$ cat src/rtl/rx_packet_controller_if.sv
// Bit-stream and status bundle between the unstuff/CRC stage, rx_packet_controller and its consumer.
// The slave modport is the controller's view and the master modport is the driver/consumer's view.
interface rx_packet_controller_if;
  logic       rec_start;
  logic       in_bit;
  logic       bit_valid;
  logic       eop;
  logic       crc_valid;
  logic [3:0] pid;
  logic [7:0] data_byte;
  logic       byte_valid;
  logic [6:0] byte_count;
  logic       busy;
  logic       pkt_done;
  logic [2:0] err_code;

  modport master (
    output rec_start, in_bit, bit_valid, eop, crc_valid,
    input  pid, data_byte, byte_valid, byte_count, busy, pkt_done, err_code
  );

  modport slave (
    input  rec_start, in_bit, bit_valid, eop, crc_valid,
    output pid, data_byte, byte_valid, byte_count, busy, pkt_done, err_code
  );
endinterface

$ cat src/rtl/rx_packet_controller.sv
// USB-style receive packet controller: PID check, byte assembly, end-of-packet classification.
// Defining RX_PACKET_CONTROLLER_TIMEOUT_EN adds a WAIT_PKT timeout after TIMEOUT_CYCLES idle cycles.
module rx_packet_controller #(
  parameter int MAX_BYTES      = 66,
  parameter int TIMEOUT_CYCLES = 255
) (
  input logic                   clock,
  input logic                   reset_n,
  rx_packet_controller_if.slave bus
);

  typedef enum logic [2:0] {
    IDLE     = 3'd0,
    WAIT_PKT = 3'd1,
    GET_PID  = 3'd2,
    GET_DATA = 3'd3,
    FINISH   = 3'd4
  } state_t;

  localparam logic [2:0] ERR_NONE  = 3'd0;
  localparam logic [2:0] ERR_PID   = 3'd1;
  localparam logic [2:0] ERR_ALIGN = 3'd2;
  localparam logic [2:0] ERR_OVF   = 3'd3;
  localparam logic [2:0] ERR_CRC   = 3'd4;
  localparam logic [2:0] ERR_TMO   = 3'd5;
  localparam logic [6:0] MAX_CNT   = 7'(MAX_BYTES);

  // The upper nibble of a PID byte must be the complement of the lower nibble.
  function automatic logic pid_ok_f(input logic [7:0] pid_byte);
    return (pid_byte[7:4] == ~pid_byte[3:0]);
  endfunction

  // Only DATA0/DATA1 carry a CRC16 worth judging at an aligned end of packet.
  function automatic logic [2:0] eop_err_f(input logic [3:0] pid_val, input logic crc_ok);
    if (((pid_val == 4'b0011) || (pid_val == 4'b1011)) && !crc_ok) begin
      return ERR_CRC;
    end else begin
      return ERR_NONE;
    end
  endfunction

  state_t     state_r;
  logic [6:0] shift_r;
  logic [2:0] bit_cnt_r;
  logic [3:0] pid_r;
  logic [7:0] data_byte_r;
  logic       byte_valid_r;
  logic [6:0] byte_count_r;
  logic       busy_r;
  logic       pkt_done_r;
  logic [2:0] err_code_r;
  logic [7:0] byte_s;
  logic       byte_done_s;
  logic       tmo_hit_s;

  // Bits arrive LSB first; the seven bits held so far plus the incoming one form the byte.
  assign byte_s      = {bus.in_bit, shift_r};
  assign byte_done_s = bus.bit_valid && (bit_cnt_r == 3'd7);

`ifdef RX_PACKET_CONTROLLER_TIMEOUT_EN
  localparam int TW = $clog2(TIMEOUT_CYCLES + 1);
  logic [TW-1:0] tmo_cnt_r;

  assign tmo_hit_s = (tmo_cnt_r == TW'(TIMEOUT_CYCLES - 1));

  // Counts cycles spent in WAIT_PKT since entry; cleared in every other state.
  always_ff @(posedge clock or negedge reset_n) begin
    if (!reset_n) begin
      tmo_cnt_r <= TW'(0);
    end else if ((state_r == WAIT_PKT) && !tmo_hit_s) begin
      tmo_cnt_r <= tmo_cnt_r + TW'(1);
    end else begin
      tmo_cnt_r <= TW'(0);
    end
  end
`else
  // WAIT_PKT never times out in this build.
  assign tmo_hit_s = (TIMEOUT_CYCLES < 0);
`endif

  // Receive FSM; every output is a register updated here.
  always_ff @(posedge clock or negedge reset_n) begin
    if (!reset_n) begin
      state_r      <= IDLE;
      shift_r      <= 7'd0;
      bit_cnt_r    <= 3'd0;
      pid_r        <= 4'd0;
      data_byte_r  <= 8'd0;
      byte_valid_r <= 1'b0;
      byte_count_r <= 7'd0;
      busy_r       <= 1'b0;
      pkt_done_r   <= 1'b0;
      err_code_r   <= ERR_NONE;
    end else begin
      byte_valid_r <= 1'b0;
      pkt_done_r   <= 1'b0;
      case (state_r)
        IDLE: begin
          if (bus.rec_start) begin
            state_r      <= WAIT_PKT;
            busy_r       <= 1'b1;
            shift_r      <= 7'd0;
            bit_cnt_r    <= 3'd0;
            pid_r        <= 4'd0;
            byte_count_r <= 7'd0;
            err_code_r   <= ERR_NONE;
          end else begin
            busy_r <= 1'b0;
          end
        end
        WAIT_PKT: begin
          if (bus.bit_valid) begin
            shift_r   <= byte_s[7:1];
            bit_cnt_r <= 3'd1;
            if (bus.eop) begin
              state_r    <= FINISH;
              pkt_done_r <= 1'b1;
              err_code_r <= ERR_ALIGN;
            end else begin
              state_r <= GET_PID;
            end
          end else if (tmo_hit_s) begin
            state_r    <= FINISH;
            pkt_done_r <= 1'b1;
            err_code_r <= ERR_TMO;
          end else begin
            state_r <= WAIT_PKT;
          end
        end
        GET_PID: begin
          if (bus.bit_valid) begin
            shift_r   <= byte_s[7:1];
            bit_cnt_r <= bit_cnt_r + 3'd1;
          end
          if (byte_done_s) begin
            if (!pid_ok_f(byte_s)) begin
              state_r    <= FINISH;
              pkt_done_r <= 1'b1;
              err_code_r <= ERR_PID;
            end else if (bus.eop) begin
              // PID completes together with eop: judge it against the PID just received.
              pid_r      <= byte_s[3:0];
              state_r    <= FINISH;
              pkt_done_r <= 1'b1;
              err_code_r <= eop_err_f(byte_s[3:0], bus.crc_valid);
            end else begin
              pid_r   <= byte_s[3:0];
              state_r <= GET_DATA;
            end
          end else if (bus.eop) begin
            state_r    <= FINISH;
            pkt_done_r <= 1'b1;
            err_code_r <= ERR_ALIGN;
          end else begin
            state_r <= GET_PID;
          end
        end
        GET_DATA: begin
          if (bus.bit_valid) begin
            shift_r   <= byte_s[7:1];
            bit_cnt_r <= bit_cnt_r + 3'd1;
          end
          if (byte_done_s) begin
            if (byte_count_r == MAX_CNT) begin
              state_r    <= FINISH;
              pkt_done_r <= 1'b1;
              err_code_r <= ERR_OVF;
            end else begin
              data_byte_r  <= byte_s;
              byte_valid_r <= 1'b1;
              byte_count_r <= byte_count_r + 7'd1;
              if (bus.eop) begin
                state_r    <= FINISH;
                pkt_done_r <= 1'b1;
                err_code_r <= eop_err_f(pid_r, bus.crc_valid);
              end else begin
                state_r <= GET_DATA;
              end
            end
          end else if (bus.eop) begin
            state_r    <= FINISH;
            pkt_done_r <= 1'b1;
            if ((bit_cnt_r != 3'd0) || bus.bit_valid) begin
              err_code_r <= ERR_ALIGN;
            end else begin
              err_code_r <= eop_err_f(pid_r, bus.crc_valid);
            end
          end else begin
            state_r <= GET_DATA;
          end
        end
        FINISH: begin
          state_r <= IDLE;
          busy_r  <= 1'b0;
        end
        default: begin
          state_r <= IDLE;
          busy_r  <= 1'b0;
        end
      endcase
    end
  end

  assign bus.pid        = pid_r;
  assign bus.data_byte  = data_byte_r;
  assign bus.byte_valid = byte_valid_r;
  assign bus.byte_count = byte_count_r;
  assign bus.busy       = busy_r;
  assign bus.pkt_done   = pkt_done_r;
  assign bus.err_code   = err_code_r;

endmodule

$ cat src/flat_wrapper.sv
// flat-port wrapper written by rule: the top's interface ports become plain ports
module rx_packet_controller_flat 
#(
  parameter int MAX_BYTES      = 66,
  parameter int TIMEOUT_CYCLES = 255
)
  (clock, reset_n, bus_rec_start, bus_in_bit, bus_bit_valid, bus_eop, bus_crc_valid, bus_pid, bus_data_byte, bus_byte_valid, bus_byte_count, bus_busy, bus_pkt_done, bus_err_code);
  rx_packet_controller_if bus_i ();
  input logic clock;
  input logic reset_n;
  input wire logic [$bits(bus_i.rec_start)-1:0] bus_rec_start;
  input wire logic [$bits(bus_i.in_bit)-1:0] bus_in_bit;
  input wire logic [$bits(bus_i.bit_valid)-1:0] bus_bit_valid;
  input wire logic [$bits(bus_i.eop)-1:0] bus_eop;
  input wire logic [$bits(bus_i.crc_valid)-1:0] bus_crc_valid;
  output wire logic [$bits(bus_i.pid)-1:0] bus_pid;
  output wire logic [$bits(bus_i.data_byte)-1:0] bus_data_byte;
  output wire logic [$bits(bus_i.byte_valid)-1:0] bus_byte_valid;
  output wire logic [$bits(bus_i.byte_count)-1:0] bus_byte_count;
  output wire logic [$bits(bus_i.busy)-1:0] bus_busy;
  output wire logic [$bits(bus_i.pkt_done)-1:0] bus_pkt_done;
  output wire logic [$bits(bus_i.err_code)-1:0] bus_err_code;
  assign bus_i.rec_start = bus_rec_start;
  assign bus_i.in_bit = bus_in_bit;
  assign bus_i.bit_valid = bus_bit_valid;
  assign bus_i.eop = bus_eop;
  assign bus_i.crc_valid = bus_crc_valid;
  assign bus_pid = bus_i.pid;
  assign bus_data_byte = bus_i.data_byte;
  assign bus_byte_valid = bus_i.byte_valid;
  assign bus_byte_count = bus_i.byte_count;
  assign bus_busy = bus_i.busy;
  assign bus_pkt_done = bus_i.pkt_done;
  assign bus_err_code = bus_i.err_code;
  rx_packet_controller #(.MAX_BYTES(MAX_BYTES), .TIMEOUT_CYCLES(TIMEOUT_CYCLES)) u_core (.clock(clock), .reset_n(reset_n), .bus(bus_i));
endmodule
$ cat config.mk
export PLATFORM = sky130hd
export DESIGN_NAME = rx_packet_controller_flat
export DESIGN_NICKNAME = d
export VERILOG_FILES = /design/src/rtl/rx_packet_controller_if.sv /design/src/rtl/rx_packet_controller.sv /design/src/flat_wrapper.sv
export SDC_FILE = /design/constraint.sdc
export NUM_CORES = 1
export LEC_CHECK = 0
export ABC_CLOCK_PERIOD_IN_PS = 2200
export CELL_PAD_IN_SITES_DETAIL_PLACEMENT = 1
export CELL_PAD_IN_SITES_GLOBAL_PLACEMENT = 1
export CORE_ASPECT_RATIO = 0.9
export CORE_MARGIN = 3
export CORE_UTILIZATION = 51
export CTS_BUF_LIST = sky130_fd_sc_hd__clkbuf_8
export DETAILED_ROUTE_END_ITERATION = 10
export DONT_BUFFER_PORTS = 1
export PLACE_DENSITY = 0.92
export SLEW_MARGIN = 20
export SYNTH_ARGS = -nofsm -noshare
export SYNTH_HDL_FRONTEND = slang
export SYNTH_SLANG_ARGS = --single-unit
export TNS_END_PERCENT = 5
$ cat constraint.sdc
create_clock -name clock -period 2.2 [get_ports clock]
set_input_delay 0.22 -clock clock [delete_from_list [all_inputs] [get_ports clock]]
set_output_delay 0.22 -clock clock [all_outputs]
set_load 0.03 [all_outputs]
==> impl.org <==
** Synth
- Most frequent cell after synthesis :: sky130_fd_sc_hd__dfrtp_1
- Counting every instance in the synthesized netlist gives between 150 and 200.
- The average instance in the mapped netlist occupies between 10 and 15 sq um.
- The synthesized design devotes to its leading area cell type approximately half of total area.
- The largest total area in the synthesized netlist belongs to sky130_fd_sc_hd__dfrtp_1.
- Most instantiated flip-flop cell in the synthesis netlist :: sky130_fd_sc_hd__dfrtp_1
- Synth top area cells :: sky130_fd_sc_hd__dfrtp_1, sky130_fd_sc_hd__nand2_1, sky130_fd_sc_hd__mux2_1
- When the netlist entered floorplanning its net count stood at around 190.
- Number of register bits inferred by synthesis :: 38
- Summing every instance area after synthesis gives 1934 sq um.
- Yosys cell types :: 44
- In this run, synthesis inferred 0 flip-flops with an integrated enable.
- Synth Warn # :: 0
- Most used standard cells in the synthesized netlist :: sky130_fd_sc_hd__dfrtp_1, sky130_fd_sc_hd__nand2_1, sky130_fd_sc_hd__o21ai_0
- For this run, the register share of the synthesized area comes to between 40% and 50%.
- In the synthesized netlist the async set-or-reset flop fraction comes to 100.0%.

** Pwr
- For this design the static power due to leakage is around 1.0 nW.
- Power per unit of standard cell area :: between 900 and 1000 nW/um^2
- VDD sags by at most between 0.6 and 0.7 mV.

** Drt
- After detailed routing, the average wire length per cell comes to 20.81 microns.
- Number of routed nets with antenna violations :: 0
- In the routed design, unresolved DRC markers number 0.
- The detailed router used layers up to and including met4.
- The first detailed-routing pass took 4 iterations.
- Via density :: 6.195
- Wire segments on met2 add up to 2.535 mm in the final route.
- For this block, wires on met1 add up to approximately 2 mm.
- The routed design has approximately 4.9 mm of wire.
- For this block, the initial DRC count from the detailed router was 120.
- Number of vias after detailed routing :: between 1k and 1.5k
- Met3 layer wire length in the routed design :: between 200 and 250 microns

** Floorplan
- Die area :: ~4600 sq um
- Die boundary width :: 70.92 microns
- For this configuration, the core starts out at a cell density of a little under three fifths.
- In this run the vertical extent of the chip is between 60 and 70 microns.
- In this run the standard cell core region covers ~3500 sq um.
- In this run the count of I/O pins placed on the die edge is 32.
- Placement row count :: 20

** Clocking
- Skew-Pair Late Insertion Delay :: around 0.30 ns
- After clock tree synthesis, the clock-pin slew on the worst setup and hold paths is roughly 0.070 ns.
- Clock Sinks :: 38
- The tree is rooted in a sky130_fd_sc_hd__clkbuf_8.
- TritonCTS built the clock tree.
- Maximum buffer depth of the clock tree :: 2
- Clock tree synthesis inserted a total of 5 buffers.
- Setup Fix Bufs, Post-CTS :: 0
- The H-tree generated during clock tree synthesis spans 2 levels.

** STA
- On the final layout, the worst hold slack is 0.05257 ns.
- At the pin with the least slew margin, the transition time is roughly 0.73 ns.
- Share of the clock period used by the worst path :: between 90% and 100%
- Total of endpoints with negative setup slack in the final report :: 0
- The worst pin sits at a relative slew slack of between 50% and 60%.
- Worst clock skew on the final layout :: between 0.006 and 0.007 ns
- Maximum achievable frequency :: about 0.5 GHz
- The count of endpoints failing hold in the final timing report came to 0.
- Setup TNS Final :: 0 ns
- Pins Over Slew Limit :: 0
- The worst path in the final design needs a cycle of approximately 2 ns, including I/O delays and setup.
- Setup repair after global routing missed its margin :: no

** Worst setup path
- Critical path endpoint category :: register
- Timing startpoint of the critical path :: u_core.bit_cnt_r[1]$_DFFE_PN0P_
- Setup CP Type :: register to register
- The slowest stage of the critical path is the sky130_fd_sc_hd__dfrtp_1 cell.
- Cell seen most often among critical-path stages :: sky130_fd_sc_hd__ha_1
- For the worst setup path, the data arrival time is 2.17 ns.
- Startpoint type of the worst setup path :: register
- The startpoint identified for the worst register-to-register timing path is u_core.bit_cnt_r[1]$_DFFE_PN0P_.
- STA puts the critical path data required time at approximately 2.4 ns.
- On the worst path, the slowest cell contributes a delay of approximately 0.38 ns.
- In this run the worst path has a maximum fanout of 16.
- Walking the worst path, the cells encountered are ha_1, ha_1, nand2_2, a211oi_4, buf_4, nand3_1, xor2_1, nor2_1.

** Placed design
- Number of I/O port buffers :: 0
- Placed Instance Area :: roughly 2000 sq um
- Routability congestion estimate :: between 0.8 and 0.9
- Placed wire-length estimate :: between 3 and 4 mm

** Cells and area
- Layout cells sized above 1 :: 16.67%
- After filler insertion, the fill cell instance count of the layout stands at 375.
- Synth-to-Final Area Change :: 9.897%
- The repair_antennas step left the layout with diodes totalling 0.
- After routing the design area is ~2100 sq um.
- At the end of the flow, the number of nets in the layout was 204.

** Run status
- Status :: finished, final reports clean

** Global routing
- Number of global-route vias before repair :: 1616
- Entering global routing, the biggest net connects 39 pins.
- After global routing the overflow that remains totals 0.
- Total global routing track utilization :: about a quarter
- The first global-routing pass estimated slightly above 8 mm of wire.
- Initial antenna violation count :: 0

** Min path
- Kind of path behind the tightest hold check :: input pin to register
- In this run the most critical hold path is launched from bus_eop.

** Run
- Across the run, the number of max-cap violations was 0.
-- flip-flops by register name, indices dropped and copies added (netlist names) --
name                   count
u_core.bus.data_byte       8
u_core.state_r             3
u_core.bus.pid             4
u_core.shift_r             7
u_core.bus.err_code        3
u_core.bit_cnt_r           3
u_core.bus.pkt_done        1
u_core.bus.byte_count      7
u_core.bus.busy            1
u_core.bus.byte_valid      1
-- path summary, 6_finish.rpt --
kind                       cells past startpoint                                   end  slack, ns
hold reg to reg                                2       u_core.bit_cnt_r[2]$_DFFE_PN0P_       0.54
setup / recovery                               8  u_core.bus.byte_count[4]$_DFFE_PN0P_       0.19
max in group asynchronous                      2   u_core.bus.data_byte[6]$_DFFE_PN0P_       1.63
setup reg to reg                               8  u_core.bus.byte_count[4]$_DFFE_PN0P_       0.19
min in group asynchronous                      2   u_core.bus.data_byte[2]$_DFFE_PN0P_       0.37
hold / removal                                 1         u_core.state_r[1]$_DFFE_PN0P_       0.05
-- area by class of cell --
| cell class | instances | area [sq um] | area share, % |
|---|---|---|---|
| Clock buffer | 5 | 68.82 | 3.237 |
| Timing Repair Buffer | 11 | 97.59 | 4.591 |
| Inverter | 4 | 15.01 | 0.7063 |
| Clock inverter | 2 | 10.01 | 0.4709 |
| Multi-Input combinational cell | 132 | 928.4 | 43.67 |
| Tap cell | 44 | 55.05 | 2.590 |
| Sequential cell | 38 | 950.9 | 44.73 |
-- stage by stage --
step / power (mW) / utilization (%) / std cells / setup slack, ns
5_1_grt: 2.194 / 60.68 / 236 / 0.08859
3_5_place_dp: 1.585 / 57.46 / 227 / 0.01500
4_1_cts: 2.069 / 60.68 / 236 / 0.1622
2_1_floorplan: 1.422 / - / 181 / 0.2256
3_3_place_gp: 1.523 / 57.46 / 227 / 0.2840
6_report: 2.060 / 60.68 / 236 / 0.1928
-- layout by cell type, fill, tap and decap left out, drive strengths merged, types with 3 or more instances in the layout --
| cell | netlist | routed |
|---|---|---|
| dfrtp | 38 | 38 |
| a22o | 4 | 4 |
| mux2 | 9 | 9 |
| nor3 | 4 | 4 |
| o31ai | 3 | 3 |
| buf | 7 | 10 |
| o211ai | 3 | 3 |
| nand2 | 26 | 26 |
| nand4 | 4 | 4 |
| o21ai | 13 | 13 |
| clkbuf | 0 | 5 |
| nor2 | 11 | 11 |
| inv | 4 | 4 |
| nor2b | 3 | 3 |
| a21oi | 7 | 7 |
| ha | 5 | 5 |
| xor2 | 9 | 9 |
| nand3 | 5 | 5 |
| and2 | 4 | 4 |
-- routing by layer --
metal / up-vias / global-route usage, %
met5: - / 0
met4: 0 / 11.50
met3: 18 / 6.202
met2: 40 / 40.51
met1: 742 / 26.76
li1: 662 / -
-- timing repair --
action,in CTS,in global routing
endpoints found under the setup margin,1,0
hold buffers,2,0
endpoints found under the hold margin,38,0
gates resized for setup,1,0
-- cells by family (layout without fill, tap and decap cells) --
family                   count (synthesis)  count (layout)  share of synthesized area, %
adder cells (fa/ha/maj)                  5               5                         3.234
XOR/XNOR                                 9               9                         4.075
multiplexers                             9               9                         5.239
buffers and inverters                   11              22                         3.040
flip-flops                              38              38                         49.16
AO/OA/AOI/OAI                           40              40                         14.23
AND/OR/NAND/NOR                         69              69                         21.02
-- power breakdown --
group	switching, mW	internal, mW	leakage (nW)
registers	0.150	0.793	0.519
clock network	0.241	0.213	0.0438
logic	0.418	0.246	0.446
total	0.809	1.25	1.01
-- worst max-delay path: cells and delay by family, from the launching register on --
family	cells	cell delay, ns
buffers and inverters	1	0.26
DFF	1	0.38
and+or+nand+nor	3	0.37
xor gates and xnor gates	1	0.23
AOI/OAI and AO/OA	1	0.25
adders and majority gates	2	0.39
No activity file was read; power rests on OpenSTA's default activity.
==> RTL change 1 (same flow settings) <==
The 5 states of `state_t` get a one-hot encoding in 5 bits.
--- a/src/rtl/rx_packet_controller.sv
+++ b/src/rtl/rx_packet_controller.sv
@@ -9,12 +9,12 @@
   rx_packet_controller_if.slave bus
 );
 
-  typedef enum logic [2:0] {
-    IDLE     = 3'd0,
-    WAIT_PKT = 3'd1,
-    GET_PID  = 3'd2,
-    GET_DATA = 3'd3,
-    FINISH   = 3'd4
+  typedef enum logic [4:0] {
+    IDLE     = 5'b00001,
+    WAIT_PKT = 5'b00010,
+    GET_PID  = 5'b00100,
+    GET_DATA = 5'b01000,
+    FINISH   = 5'b10000
   } state_t;
 
   localparam logic [2:0] ERR_NONE  = 3'd0;
Behaviour: same outputs for any inputs over 10 cycles, from zero or initial values and one cycle with reset_n low; not proved beyond that.
==> RTL change 1 against the unedited design <==
The flow now finishes with violations (negative setup slack); design area rose by 4.3%; critical endpoint is now u_core.bus.err_code[2]; sequential cell count is 2 higher; routed wire length is 26% higher; worst hold slack got worse by 17 ps; area after synthesis increased by 0.65%; highest routed layer unchanged; synthesized cell count is 15% higher; worst setup slack got worse by 300 ps; power down 12%.
==> RTL change 1: results (changes against the unedited design) <==
| Metric | Value |
|---|---|
| GPL Wtd Cong | `0.919 (+9.2%)` |
| Cells on worst reg2reg path | `5 (-3)` |
| Placed cell count | `259 (+14%)` |
| Clock-cell share | `0.0384 (+0.00129)` |
| Final nets | `237 (+16%)` |
| Leakage | `0.00104 uW (+2.6%)` |
| Largest net degree at the start of global routing | `41 (+5.1%)` |
| RR Startpoint | `u_core.state_r[1]` |
| Most instantiated cells after synthesis | `nand2_1 (57), dfrtp_1 (39), o21ai_0 (15)` |
| Hold path start | `bus_bit_valid` |
| Cell family with most CP delay | `compound AO/OA/AOI/OAI gates` |
| Vias in the first global route | `1786 (+11%)` |
| Synth area leaders | `dfrtp_1 (50%), nand2_1 (11%), o21ai_0 (3.9%)` |
| Clk pwr share | `0.268 (+0.048)` |
| Crit-path max FO | `8 (-8)` |
| Total core area | `3530 um2 (+0.71%)` |
| Non-clk bufs | `14 (+3)` |
| CP peak stage delay | `560 ps (+180 ps)` |
| Slew margin rel. | `0.661 (+0.150)` |
| Multi-input gate area | `925 um2 (-0.40%)` |
| Post-synthesis adder-cell area fraction | `0.0321 (-0.000208)` |
| Non-clock buffers, area share | `0.0553 (+0.00940)` |
| #FFs+latches synth | `40 (+5.3%)` |
| FILL cells | `401 (+6.9%)` |
| Post-Place Setup Slack | `-19.0 ps (-34.0 ps)` |
| Hold-fix buffers at CTS | `3 (+1)` |
| Fin worst setup slack | `-105 ps (-298 ps)` |
| Yosys cell types | `41 (-6.8%)` |
| # H-tree levels | `2 (unchanged)` |
| Flop+latch power | `910 uW (-3.5%)` |
| Signal inverters | `7 (+3)` |
| Total track usage | `0.275 (+0.0408)` |
| Failing checks | `negative setup slack` |
| Ant. Diodes | `0 (unchanged)` |
| Layout Cells excl Fill | `270 (+14%)` |
| P_clk | `483 uW (+6.6%)` |
| Cell Pwr Density | `814 nW/um2 (-16%)` |
| Multi-input comb cells | `157 (+19%)` |
| DRT iter0 DRCs | `156 (+30%)` |
| Drt wl/cell | `23.0 um (+11%)` |
| Global-route wire length before repair | `9440 um (+16%)` |
| Status | `finished with violations` |
| Min Hold Slack | `35.3 ps (-17.2 ps)` |
| Compound-cell area share of the yosys netlist | `0.154 (+0.0119)` |
| Data arrival, critical path | `2470 ps (+300 ps)` |
| Setup violations, final | `2 (+2)` |
| CTS root buffer | `clkbuf_8` |
| Cell area after placement | `2070 um2 (+2.8%)` |
| DR vias/cell | `6.37 (+2.9%)` |
| Post-synthesis mux area share | `0 (-0.0524)` |
| Setup_tns | `-162 ps (-162 ps)` |
| Fraction of layout cells with a size suffix above 1 | `0.159 (-0.00737)` |
| Syn Nets | `220 (+14%)` |
| Reg2reg end | `u_core.bus.err_code[2]` |
| Register Area | `1000 um2 (+5.5%)` |
| Post-Synth XOR/XNOR Area | `0.0405 (-0.000262)` |
| Worst VDD drop | `0.000600 V (-0.91%)` |
[RTL change 1: cell count changes after synthesis, sizes merged, moves of 5 or more]
cell	before	now
buf	7	0
or3	0	5
xor2	9	4
mux2	9	0
nand2	26	57
xnor2	0	5
[RTL change 1: logic make-up (layout without fill, tap and decap cells)]
| family | after synthesis | count (layout) |
|---|---|---|
| XOR/XNOR | 9 | 9 |
| AO/OA/AOI/OAI | 44 | 44 |
| AND/OR/NAND/NOR | 99 | 99 |
| buffers and inverters | 11 | 29 |
| adder cells (fa/ha/maj) | 5 | 5 |
| flip-flops | 40 | 40 |
[RTL change 1: layer usage]
| layer | vias to the layer above | wire length, um | share of wire | global-route usage |
|---|---|---|---|---|
| met5 | - | 0 | 0 | 0 |
| met4 | 0 | 163 | 0.026 | 0.108 |
| met3 | 21 | 472 | 0.076 | 0.0806 |
| met2 | 87 | 3100 | 0.50 | 0.454 |
| met1 | 854 | 2470 | 0.40 | 0.340 |
| li1 | 759 | - | - | - |
==> RTL change 2 (config.mk and constraints unchanged) <==
Made on the original files. The option `RX_PACKET_CONTROLLER_TIMEOUT_EN` is turned on by a define.
--- a/src/rtl/rx_packet_controller.sv
+++ b/src/rtl/rx_packet_controller.sv
@@ -1,5 +1,7 @@
 // USB-style receive packet controller: PID check, byte assembly, end-of-packet classification.
 // Defining RX_PACKET_CONTROLLER_TIMEOUT_EN adds a WAIT_PKT timeout after TIMEOUT_CYCLES idle cycles.
+`define RX_PACKET_CONTROLLER_TIMEOUT_EN
+
 module rx_packet_controller #(
   parameter int MAX_BYTES      = 66,
   parameter int TIMEOUT_CYCLES = 255
Behaviour: same outputs for any inputs over 10 cycles, from zero or initial values and one cycle with reset_n low; that may be too few to reach the edited logic, so the function may still have changed.
==> RTL change 2 against the unedited design <==
Worst hold slack better by 3.0 ps; final cell count up 34%; sequential cell count up 8; power up 31%; utilization about the same; sequential share of layout area down 2.7 points; area after synthesis up 26%; worst setup slack worse by 110 ps; routed wire length up 29%; maximum frequency down 5.3%; design area up 29%; largest cell class is now multi-input combinational cells; largest power group unchanged; highest routed layer unchanged.
==> RTL change 2: results (changes against the unedited design) <==
| Metric | Value |
|---|---|
| Status | `complete, no violations` |
| Synth Warn # | `0 (unchanged)` |
| Seq/Total Area, Yosys | `0.474 (-0.0176)` |
| Syn Nets | `247 (+28%)` |
| Worst VDD drop | `0.000449 V (-26%)` |
| Pre-Repair DR Iteration Count | `4 (unchanged)` |
| Mean post-synth cell area | `10.4 um2 (-2.5%)` |
| Final nets | `267 (+31%)` |
| # H-tree levels | `2 (unchanged)` |
| Most instantiated cells after synthesis | `dfrtp_1 (46), nand2_1 (30), nor2_1 (19)` |
| Drt wl/cell | `20.1 um (-3.5%)` |
| Vias | `1879 (+29%)` |
| Yosys cell types | `50 (+14%)` |
| Clock skew | `10.4 ps (+4.40 ps)` |
| Buffer depth of the longest clock path | `2 (unchanged)` |
| Worst-Skew Late Latency | `300 ps (about the same)` |
| Leakage | `0.00124 uW (+23%)` |
| GPL Wtd Cong | `0.849 (+0.94%)` |
| CTS buffer count | `5 (unchanged)` |
| Async S/R FF share, synth | `1.00 (unchanged)` |
| Largest net degree at the start of global routing | `47 (+21%)` |
| Ant. Diodes | `0 (unchanged)` |
| Layout Cells excl Fill | `316 (+34%)` |
| CP peak stage delay | `400 ps (+20 ps)` |
| Clock transition at path regs | `90 ps (+20 ps)` |
| Data arrival, critical path | `2320 ps (+150 ps)` |
| Cell area after placement | `2570 um2 (+28%)` |
| CTS root buffer | `clkbuf_8` |
| Placed cell count | `305 (+34%)` |
| Global-route wire length before repair | `10400 um (+28%)` |
| Total track usage | `0.241 (+0.00670)` |
| Setup bufs post-CTS | `0 (unchanged)` |
| Vias in the first global route | `2084 (+29%)` |
| Synth area leaders | `dfrtp_1 (47%), mux2_2 (5.1%), nand2_1 (4.6%)` |
| Crit-path max FO | `7 (-9)` |
| Number of port buffers | `0 (unchanged)` |
| Initial antenna violation count | `0 (unchanged)` |
| Slew margin rel. | `0.592 (+0.0810)` |
| Fraction of layout cells with a size suffix above 1 | `0.205 (+0.0381)` |
| Worst hold path class | `primary input to flop` |
| HPWL after DPL | `4490 um (+21%)` |
| Critical Path Slowest Stage Cell | `dfrtp_1` |
| DRT iter0 DRCs | `90 (-25%)` |
==> RTL change 2: cell count changes after synthesis, sizes merged, moves of 4 or more <==
cell	before	now
nand2	26	31
buf	7	1
nor3b	2	6
clkbuf	0	7
a22o	4	0
o21ai	13	20
nand3	5	9
nor2	11	19
mux2i	0	5
dfrtp	38	46
inv	4	10
==> RTL change 2: repair_timing <==
| action | CTS | global route |
|---|---|---|
| resized for setup | 0 | 4 |
| hold buffers | 3 | 0 |
| hold endpoints to repair | 47 | 0 |
| setup endpoints to repair | 0 | 3 |
==> RTL change 2: kinds of logic after synthesis <==
kind of cell,count (synthesis),synth area share
AO/OA/AOI/OAI,47,0.137
XOR/XNOR,12,0.0433
adder cells (fa/ha/maj),7,0.0361
buffers and inverters,18,0.0453
flip-flops,46,0.474
multiplexers,16,0.0716
AND/OR/NAND/NOR,87,0.193
==> RTL change 2: critical path: cells and delay by family (launching register included) <==
family,cells,cell delay [ps]
and+or+nand+nor,2,380
AOI/OAI and AO/OA,2,450
muxes,1,370
DFF,1,400
adders and majority gates,2,410
==> RTL change 2: through the flow <==
step	utilization	worst slack [ps]	power, uW
CTS	0.603	39.9	2710
global placement	0.569	159	1970
global route	0.606	15.4	2860
floorplan	-	52.9	1790
detailed placement	0.569	62.8	2040
finish	0.606	79.5	2710
==> RTL change 2: final timing paths <==
path | from | endpoint | slack [ps] | depth (start not counted)
worst min register to register | u_core.tmo_cnt_r[0] | u_core.tmo_cnt_r[0] | 500 | 1
worst min-delay path | bus_in_bit | u_core.shift_r[6] | 60 | 2
min in group asynchronous | reset_n | u_core.bus.pkt_done | 410 | 2
worst max-delay path | u_core.bit_cnt_r[0] | u_core.bus.err_code[2] | 80 | 7
worst max register to register | u_core.bit_cnt_r[0] | u_core.bus.err_code[2] | 80 | 7
max in group asynchronous | reset_n | u_core.bus.pid[0] | 1550 | 2
==> RTL change 2: layout make-up <==
| type | count | area (um2) |
|---|---|---|
| multi-input combinational | 169 | 1180 |
| sequential | 46 | 1150 |
| fill | 506 | 1780 |
| timing repair buffer | 21 | 183 |
| inverter | 10 | 37.5 |
| clock buffer | 5 | 68.8 |
| tap | 62 | 77.6 |
| clock inverter | 3 | 41.3 |
==> RTL change 2: power breakdown <==
group          total, uW  internal [uW]  leakage (uW)  switching [uW]
clock                621            334     0.0000556             286
sequential          1160            959      0.000631             196
combinational        931            368      0.000557             563
==> RTL change 2: per-layer routing <==
| layer | share of wire | vias up | GRT usage |
|---|---|---|---|
| li1 | - | 856 | - |
| met3 | 0.049 | 13 | 0.0704 |
| met1 | 0.43 | 967 | 0.286 |
| met2 | 0.50 | 43 | 0.409 |
| met4 | 0.027 | 0 | 0.103 |
| met5 | 0 | - | 0 |
